### src/rtl/fetch_queue.sv
// rtl/fetch_queue.sv - instruction prefetch FIFO owning the fetch PC, with redirect, stall and interrupt entry
module fetch_queue #(
    parameter int          DATA_W     = 32,
    parameter int          DEPTH      = 4,
    parameter logic [31:0] RESET_PC   = 32'h8000_0000,
    parameter logic [31:0] IRQ_VECTOR = 32'h8000_0004
) (
    input  logic              clk,
    input  logic              reset,
    output logic [DATA_W-1:0] imem_addr,
    input  logic [DATA_W-1:0] imem_data,
    output logic              id_valid,
    output logic [DATA_W-1:0] id_inst,
    output logic [DATA_W-1:0] id_pc,
    input  logic              id_ready,
    input  logic              redirect,
    input  logic [DATA_W-1:0] redirect_pc,
    input  logic              irq,
    output logic              irq_ack,
    output logic [DATA_W-1:0] epc
);

    localparam int PTR_W = (DEPTH > 1) ? $clog2(DEPTH) : 1;
    localparam int CNT_W = $clog2(DEPTH + 1);
    localparam logic [CNT_W-1:0] FULL = CNT_W'(DEPTH);

    logic [DATA_W-1:0] r_fpc;
    logic [DATA_W-1:0] r_epc;
    logic              r_irq_ack;
    logic [CNT_W-1:0]  r_count;
    logic [PTR_W-1:0]  r_rd_ptr;
    logic [PTR_W-1:0]  r_wr_ptr;
    logic [DATA_W-1:0] r_mem_pc   [DEPTH];
    logic [DATA_W-1:0] r_mem_inst [DEPTH];

    logic [DATA_W-1:0] w_ret_pc;
    logic [DATA_W-1:0] w_pc_inc;
    logic              w_irq_take;
    logic              w_flush;
    logic              w_pop;
    logic              w_push;

    assign imem_addr = r_fpc;
    assign id_valid  = (r_count != '0);
    assign id_pc     = r_mem_pc[r_rd_ptr];
    assign id_inst   = r_mem_inst[r_rd_ptr];
    assign irq_ack   = r_irq_ack;
    assign epc       = r_epc;

    // Per-cycle decisions: redirect beats interrupt beats normal push/pop
    always_comb begin
        w_ret_pc   = id_valid ? id_pc : r_fpc;
        // The kernel flag in the top bit is preserved; the carry stops below it
        w_pc_inc   = {r_fpc[DATA_W-1], r_fpc[DATA_W-2:0] + (DATA_W-1)'(4)};
        w_irq_take = irq && !redirect && !w_ret_pc[DATA_W-1];
        w_flush    = redirect || w_irq_take;
        w_pop      = id_valid && id_ready && !w_flush;
        w_push     = !w_flush && ((r_count != FULL) || w_pop);
    end

    // Fetch PC, queue bookkeeping and interrupt state
    always_ff @(posedge clk) begin
        if (!reset) begin
            r_fpc     <= RESET_PC[DATA_W-1:0];
            r_count   <= '0;
            r_rd_ptr  <= '0;
            r_wr_ptr  <= '0;
            r_irq_ack <= 1'b0;
            r_epc     <= '0;
        end else begin
            r_irq_ack <= w_irq_take;
            if (redirect) begin
                r_fpc    <= redirect_pc;
                r_count  <= '0;
                r_rd_ptr <= '0;
                r_wr_ptr <= '0;
            end else if (w_irq_take) begin
                r_fpc    <= IRQ_VECTOR[DATA_W-1:0];
                r_epc    <= w_ret_pc;
                r_count  <= '0;
                r_rd_ptr <= '0;
                r_wr_ptr <= '0;
            end else begin
                if (w_push) begin
                    r_wr_ptr <= r_wr_ptr + PTR_W'(1);
                    r_fpc    <= w_pc_inc;
                end
                if (w_pop) begin
                    r_rd_ptr <= r_rd_ptr + PTR_W'(1);
                end
                case ({w_push, w_pop})
                    2'b10:   r_count <= r_count + CNT_W'(1);
                    2'b01:   r_count <= r_count - CNT_W'(1);
                    default: r_count <= r_count;
                endcase
            end
        end
    end

    // Entry storage; contents are only meaningful below the count, so no reset
    always_ff @(posedge clk) begin
        if (reset && w_push) begin
            r_mem_pc[r_wr_ptr]   <= r_fpc;
            r_mem_inst[r_wr_ptr] <= imem_data;
        end
    end

endmodule
### config.mk
export PLATFORM = sky130hd
export DESIGN_NAME = fetch_queue
export DESIGN_NICKNAME = d
export VERILOG_FILES = /design/src/rtl/fetch_queue.sv
export SDC_FILE = /design/constraint.sdc
export NUM_CORES = 1
export LEC_CHECK = 0
export BUFFER_PORTS_ARGS = -buffer_cell sky130_fd_sc_hd__buf_4
export CELL_PAD_IN_SITES_DETAIL_PLACEMENT = 0
export CELL_PAD_IN_SITES_GLOBAL_PLACEMENT = 1
export CORE_MARGIN = 2
export CORE_UTILIZATION = 51
export DETAILED_ROUTE_END_ITERATION = 12
export GPL_TIMING_DRIVEN = 0
export PLACE_DENSITY_LB_ADDON = 0.1
export RECOVER_POWER = 50
export SYNTH_ARGS = -nofsm -noshare
export SYNTH_HDL_FRONTEND = slang
export SYNTH_SLANG_ARGS = --single-unit
export TNS_END_PERCENT = 30
### constraint.sdc
create_clock -name clk -period 18.1 [get_ports clk]
set_input_delay 3.62 -clock clk [delete_from_list [all_inputs] [get_ports clk]]
set_output_delay 3.62 -clock clk [all_outputs]
set_load 0.05 [all_outputs]
Word level (Yosys, flattened, before mapping)
Memory sizes are Yosys's and may differ from the RTL's. A register that Yosys moved wholly into a read port is not among the register bits.
Index checks and enable logic that the tools add are counted.
Storage, ports and cells
  memories: 2
  bits in read-only memories: 0
  logic and storage cells: 47
  output and inout port bits: 130
  bits in latches: 0
  memory bits (writable): 256
  register bits after elaboration: 72
Cells by class
  shift operators: 0
  reduce and logical (&&, ||, !) cells: 17
  add/subtract/negate cells: 5
  muxes and demuxes: 11
  bitwise operators: 2
  magnitude comparators: 0
  div/mod/pow operators: 0
  eq/ne operators: 3
  multiply operators: 0
Memories
  r_mem_inst: words 4, width 32, rd ports 1, clocked after Yosys merged registers in 1, wr ports 1, line 34  | logic [DATA_W-1:0] r_mem_inst [DEPTH];
  r_mem_pc: words 4, width 32, rd ports 1, clocked after Yosys merged registers in 1, wr ports 1, line 33  | logic [DATA_W-1:0] r_mem_pc [DEPTH];
Operators by type and width (count)
  32-bit two-way mux: 3
  31-bit by 3-bit adder with 31-bit output (second input constant): 1
  31-bit two-way mux: 1
  2-bit two-way mux: 4
  1-bit logical AND: 6
  3-bit one-hot mux with 2 select lines: 1
  3-bit nonzero test: 2
  2-bit by 1-bit adder with 2-bit output (second input constant): 2
  2-bit nonzero test: 2
  3-bit by 1-bit adder with 3-bit output (second input constant): 1
  1-bit zero test: 3
  3-bit != test (second input constant): 1
  3-bit OR reduction: 1
  3-bit by 1-bit subtractor with 3-bit output (second input constant): 1
  2-bit by 1-bit == test with 1-bit output (second input constant): 1
  2-bit == test (second input constant): 1
  1-bit logical OR: 2
  1-bit two-way mux: 2
  1-bit NOT: 2
  2-bit AND reduction: 1

Logic depth before layout (Yosys ltp)
Gate-level depths: netlist (run 1).
  depth after elaboration: 12
  mapped depth: 9
  gate-level depth less buffers: 7

Worst setup path after synthesis (run 1)
Ideal clock, no wire load.
  path kind: in2reg
  from: input port irq
  to: memory r_mem_inst[1][0] (enable)
  setup slack: 8412 ps
  data required time: 17522 ps
  library setup time: 578 ps
  cell stages on the path: 6
  arrival: 9110 ps
  path through: inv_1 > a211oi_1 > nor2_1 > nand2_1 > clkbuf_1 > nor3b_1
Between the ends
  longest elaborated chain between the ends: 10
RTL lines
  from (decl): line 18  | input logic irq,
  1-bit logical AND (*) (2 in series): line 55  | w_irq_take = irq && !redirect && !w_ret_pc[DATA_W-1];
  1-bit logical OR (*): line 56  | w_flush = redirect || w_irq_take;
  1-bit zero test (*): line 57, 58
  1-bit logical AND: line 57  | w_pop = id_valid && id_ready && !w_flush;
  1-bit logical OR: line 58  | w_push = !w_flush && ((r_count != FULL) || w_pop);
  1-bit logical AND (*): line 58
  1-bit logical AND (*): line 102  | if (reset && w_push) begin
  1-bit two-way mux (*): line 102
  1-bit two-way mux (implied by the code) (*): line 104  | r_mem_inst[r_wr_ptr] <= imem_data;
  to (decl): line 34
Every way passes the cells marked *; elsewhere a longest branch is shown, timed or not.

==> flow_summary.ini, run 1 <==
[min_path]
min_from = epc[31]
holdPathEnd = epc[31]
min_path_cells = 2
hold_class = reg -> reg

[power]
p_clk_share_pct = 40.4
power.internal_mw = 1.31
p_sw_share_pct = 24.1
power.switching_mw = 0.416
ir_drop_uv = 77.8
power_density_mw_per_mm2 = 108
power_frac_seq_pct = 49.4
leakage_nw = 5.31
power.total_mw = 1.73
combPwrFrac_pct = 10.2

[sta]
rsz0062_at_grt = no
fin_skew_ns = 0.00922
finalWorstSetupSlack_ns = 11.33
final-max-slew-violation-count = 0
hold_viol_final = 0
fmax_mhz = 148
post-route-min-period_ns = 6.77
hold_ws_ns = 0.436
worst_slew_pin_slew_ns = 1.03
finalSetupTns_ns = 0
period_share_pct = 37.4
setup_viol = 0
maxSlewHeadroom_pct = 31.2

[global_routing]
grt_max_degree = 15
overflow = 0
grt_pass1_vias = 8031
grt.total_usage_pct = 24.0
antenna_found_initial = 0
grt_pass1_wl_um = 48000

[die]
die_w_um = 164
die_area_sq_mm = 0.0267
start_util_pct = 51.7
core-area_sq_mm = 0.0251
fp-row-count = 58
die_h_um = 164
io_pins = 199

[clock_tree]
cts-resized-gates = 0
clock_latency_ns = 0.50
root_buffer = clkbuf_16
clk_path_buf_depth = 3
cts.htree.levels = 2
cts_tree = built
hold_buffers = 0
clock_sinks = 330
cts_buffers = 35
cts_setup_buffers = 0
path_clk_slew_ns = 0.06

[critical_path]
start_kind = flip-flop
critPathArrivalTime_ns = 3.15
endpoint_kind = output port
reg2regPathDepth = 11
cp.required_ns = 14.48
path_max_fanout = 10
reg2reg_setup_slack_ns = 13.71
worstSetupPathType = reg -> out
r2r-end = r_mem_inst[3][27]

[layout]
antennaDiodeCount = 0
fin_area_sq_mm = 0.0160
finish.utilization_pct = 63.6
finalNonFillerCells = 1396
layout-drive-gt1-share_pct = 24.2
finalNetCount = 1117
syn2layout_area_growth_pct = 23.1

[route]
viasPerCell = 5.72
drt_first_pass_iters = 6
drcViolationCount = 0
drt_iter0_markers = 714
vias = 7981
routedWlPerCell_um = 22.7
final_antenna_net_count = 0
routed_wl_um = 31700

[synth]
synth_seq_cells = 330
netlist_instances = 778
synth_compound_gate_area_share_pct = 7.26
synth_top_family_by_area = multiplexers
synthFlopType = edfxtp_1
async_reset_ff_share_pct = 0
synth_edf_count = 256
yosys_warnings = 0
syn_avg_cell_area_sq_um = 16.7
ys_seq_area_share_pct = 70.7
yosys.area_share.simple_pct = 5.32
synth_xor_area_share_pct = 0.877
synth_area_sq_mm = 0.0130
synth_fp_nets = 854
synth.area.mux_share_pct = 13.3
synth_fa_ha_area_share_pct = 0.675
ys_types = 62

[placed_design]
gp_congestion = 0.864
pre_cts_ws_ns = 11.19
dp_hpwl_um = 22600
dpl_cell_area_sq_mm = 0.0152
portBuffers = 197
dpl.cell_count = 1334

[run_status]
status = complete, no violations

[flow_run]
maxCapViolCount = 0
==> worst max-delay path by stage <==
| stage | end | slack (ns) | depth (start not counted) |
|---|---|---|---|
| after global placement | r_mem_inst[1][17] | 3.75 | 7 |
| after floorplan | r_mem_inst[1][0] | 8.41 | 6 |
| final | id_inst[12] | 11.33 | 5 |
| after detailed placement | r_mem_inst[3][17] | 11.19 | 11 |
| after CTS | id_inst[15] | 11.23 | 5 |
| after global routing | id_inst[12] | 11.17 | 5 |
==> worst max-delay path, stage by stage, from the launching register on <==
cell and delay (ns):
dfxtp_1 0.30, clkbuf_1 0.60, clkbuf_1 0.53, buf_1 0.57, mux4_2 0.42, buf_4 0.21
==> area by class of cell <==
cell class                      instances  area [sq um]
Timing Repair Buffer                  226          1450
Tap cell                              330           413
Clock buffer                           50          1020
Fill cell                            1954          9140
Multi-Input combinational cell        390          3580
Inverter                               10          37.5
Buffer                                 48           191
Sequential cell                       330          9170
Clock inverter                         12           110
==> flip-flops by register name, indices dropped and copies added, names as in the netlist, named ones only <==
name / cells
r_count: 3
epc: 32
imem_addr: 32
r_mem_pc: 128
r_mem_inst: 128
irq_ack: 1
r_wr_ptr: 2
r_rd_ptr: 2
==> cells by family (layout without fill, tap and decap cells) <==
kind of cell | after synthesis | in the layout
AOI/OAI and AO/OA | 133 | 133
DFF | 330 | 330
and+or+nand+nor | 144 | 144
xor gates and xnor gates | 13 | 13
muxes | 93 | 93
adders and majority gates | 7 | 7
buffers and inverters | 58 | 346
==> placed cells by master, fill, tap and decap left out, types with 6 or more instances in the layout <==
cell type	n
nand3_1	12
a211oi_1	35
buf_4	99
and2_1	6
xor2_1	6
o21ai_0	20
buf_1	8
clkinv_2	7
edfxtp_1	256
and3_1	6
dfxtp_1	74
mux2i_1	29
a21oi_1	24
nor2_1	53
inv_1	10
ha_1	7
clkbuf_16	37
clkbuf_1	142
nor3_1	7
xnor2_1	7
mux4_2	64
nand2_1	31
buf_6	24
nand4_1	8
==> metal layers <==
layer | global-route usage [%] | vias up | part of all wire [%]
met4 | 6.14 | 0 | 2.4
met3 | 4.19 | 54 | 6.7
met5 | 0 | - | 0
li1 | - | 3651 | -
met1 | 33.1 | 3981 | 41
met2 | 40.2 | 295 | 50
==> power by group through the flow <==
| stage | Combinational (mW) | Sequential, mW | Clock, mW |
|---|---|---|---|
| after global routing | 0.187 | 0.858 | 0.743 |
| final | 0.177 | 0.855 | 0.699 |
| after global placement | 0.183 | 0.875 | 0 |
| after floorplan | 0.0899 | 0.898 | 0 |
| after CTS | 0.189 | 0.856 | 0.711 |
| after detailed placement | 0.188 | 0.872 | 0 |
==> cells in the mapped netlist (10+ instances only) <==
master    instances  area, sq um
a211oi_1         35          263
a21oi_1          24          120
clkbuf_1         31          116
dfxtp_1          74         1480
edfxtp_1        256         7690
inv_1            10         37.5
mux2i_1          29          290
mux4_2           64         1440
nand2_1          31          116
nand3_1          12         60.1
nor2_1           53          199
o21ai_0          17         85.1
Power figures use the tool's default switching activity.
==> run 2, diff against run 1 <==
- CORE_UTILIZATION: 51 -> 43
- clock period: 18.1 -> 6.2 ns (I/O delays scaled with it)
==> run 2 against run 1 <==
Via count is 0.34% higher. Clock skew hardly changed. Sequential power grew to 2.9 times the previous value. Clock power grew to 3.0 times the previous value. Worst setup slack worse by 9.6 ns. Final area is 0.80% higher. Routed wire length is 4.2% higher. Final cell count is 4.8% higher. Critical path depth stayed put. Die area is 18% higher. First-iteration DRC count is 15% lower. Largest cell class unchanged.
==> flow_summary.ini, run 2 (synthesis results as in run 1) <==
[sta]
maxSlewHeadroom_pct = 27.1
fin_skew_ns = 0.00951
post-route-min-period_ns = 4.51
rsz0062_at_grt = no
fmax_mhz = 222
period_share_pct = 72.8
worst_slew_pin_slew_ns = 1.08
final-max-slew-violation-count = 0
finalWorstSetupSlack_ns = 1.69
hold_viol_final = 0
setup_viol = 0

[route]
top_layer = met5
viasPerCell = 5.47
vias = 8008
routed-wl-met2_um = 16100
drcViolationCount = 0
routedWlPerCell_um = 22.6
drt_iter0_markers = 610
met3_length_um = 1930
final_antenna_net_count = 0
routed_wl_um = 33000
drt_first_pass_iters = 5
wl_met1_um = 14300

[layout]
multi_input_area_sq_mm = 0.00358
layout-drive-gt1-share_pct = 24.5
nFillCells = 2579
final_cell_mix = 256 x edfxtp_1, 141 x clkbuf_1, 100 x buf_4, 74 x dfxtp_1, 64 x mux4_2
fin_area_sq_mm = 0.0161
finalNetCount = 1121
reg_top3 = r_mem_inst (128), r_mem_pc (128)
ff_latch_area_sq_mm = 0.00917
antennaDiodeCount = 0
syn2layout_area_growth_pct = 24.1
final_common_cell = edfxtp_1

[global_routing]
grt_pass1_vias = 8049
grt_pass1_wl_um = 49500
grt.total_usage_pct = 21.0
overflow = 0
grt_max_degree = 14
antenna_found_initial = 1

[die]
fp-row-count = 63
io_pins = 199
die_area_sq_mm = 0.0316
core-area_sq_mm = 0.0297
die_w_um = 178
start_util_pct = 43.7
die_h_um = 178

[critical_path]
start_kind = flip-flop
endpoint_kind = output port
critPathArrivalTime_ns = 3.27
r2r-end = r_mem_inst[2][1]
reg2reg_setup_slack_ns = 1.91
path_max_fanout = 10
reg2regPathDepth = 11
worstSetupPathType = reg -> out
cp.required_ns = 4.96

[placed_design]
pre_cts_ws_ns = 1.78
portBuffers = 197
dpl_cell_area_sq_mm = 0.0153
gp_congestion = 0.814
dp_hpwl_um = 23100

[power]
ir_drop_uv = 166
power_density_mw_per_mm2 = 317
leakage_nw = 5.35

[clock_tree]
root_buffer = clkbuf_16
cts_buffers = 36
clock_sinks = 330
cts-resized-gates = 0
cts_setup_buffers = 0
cts.htree.levels = 2
clock_latency_ns = 0.51
path_clk_slew_ns = 0.06
cts_tree = built
hold_buffers = 0
clk_path_buf_depth = 3

[min_path]
min_from = epc[31]
holdPathEnd = epc[31]
min_path_cells = 2
hold_class = reg -> reg

[run_status]
status = complete, no violations

[flow_run]
maxCapViolCount = 0
run 2: worst max-delay path by stage:
stage                              endpoint  slack, ns
final                           id_inst[16]       1.69
after global routing            id_inst[16]       1.50
after CTS                       id_inst[16]       1.54
after detailed placement   r_mem_inst[2][1]       1.78
after global placement    r_mem_inst[3][10]      -5.85
after floorplan            r_mem_inst[1][0]      -1.11
run 2: through the flow:
stage          utilization [%]  hold WS (ns)  power (mW)  instances  TNS [ns]
2_1_floorplan                -         0.465        2.88        778   -270.15
5_1_grt                   54.2         0.469        5.27       1463         0
6_report                  54.2         0.434        5.11       1463         0
3_3_place_gp              50.3         0.424        3.09       1365  -1446.14
4_1_cts                   55.5         0.437        5.19       1463         0
3_5_place_dp              51.6         0.427        3.10       1397         0
run 2: area by class of cell:
cell class | instances | share of cell area [%]
Tap cell | 390 | 3.03
Clock buffer | 46 | 6.09
Sequential cell | 330 | 57.0
Clock inverter | 20 | 1.12
Timing Repair Buffer | 229 | 9.16
Inverter | 10 | 0.233
Buffer | 48 | 1.19
Multi-Input combinational cell | 390 | 22.2
run 2: worst max-delay path: stages, from the launching register on:
cell      delay, ns
dfxtp_1        0.30
clkbuf_1       0.68
clkbuf_1       0.56
buf_1          0.57
mux4_2         0.42
buf_4          0.21
run 2: power by group:
group | total, mW | internal, mW | switching [mW]
registers | 2.50 | 2.45 | 0.0493
logic | 0.522 | 0.160 | 0.362
clock network | 2.09 | 1.25 | 0.843
run 2: routing by layer:
layer	vias to the layer above	track usage (%)
met3	39	3.90
met1	4042	29.1
met2	259	34.2
met5	-	0
met4	2	5.67
li1	3666	-
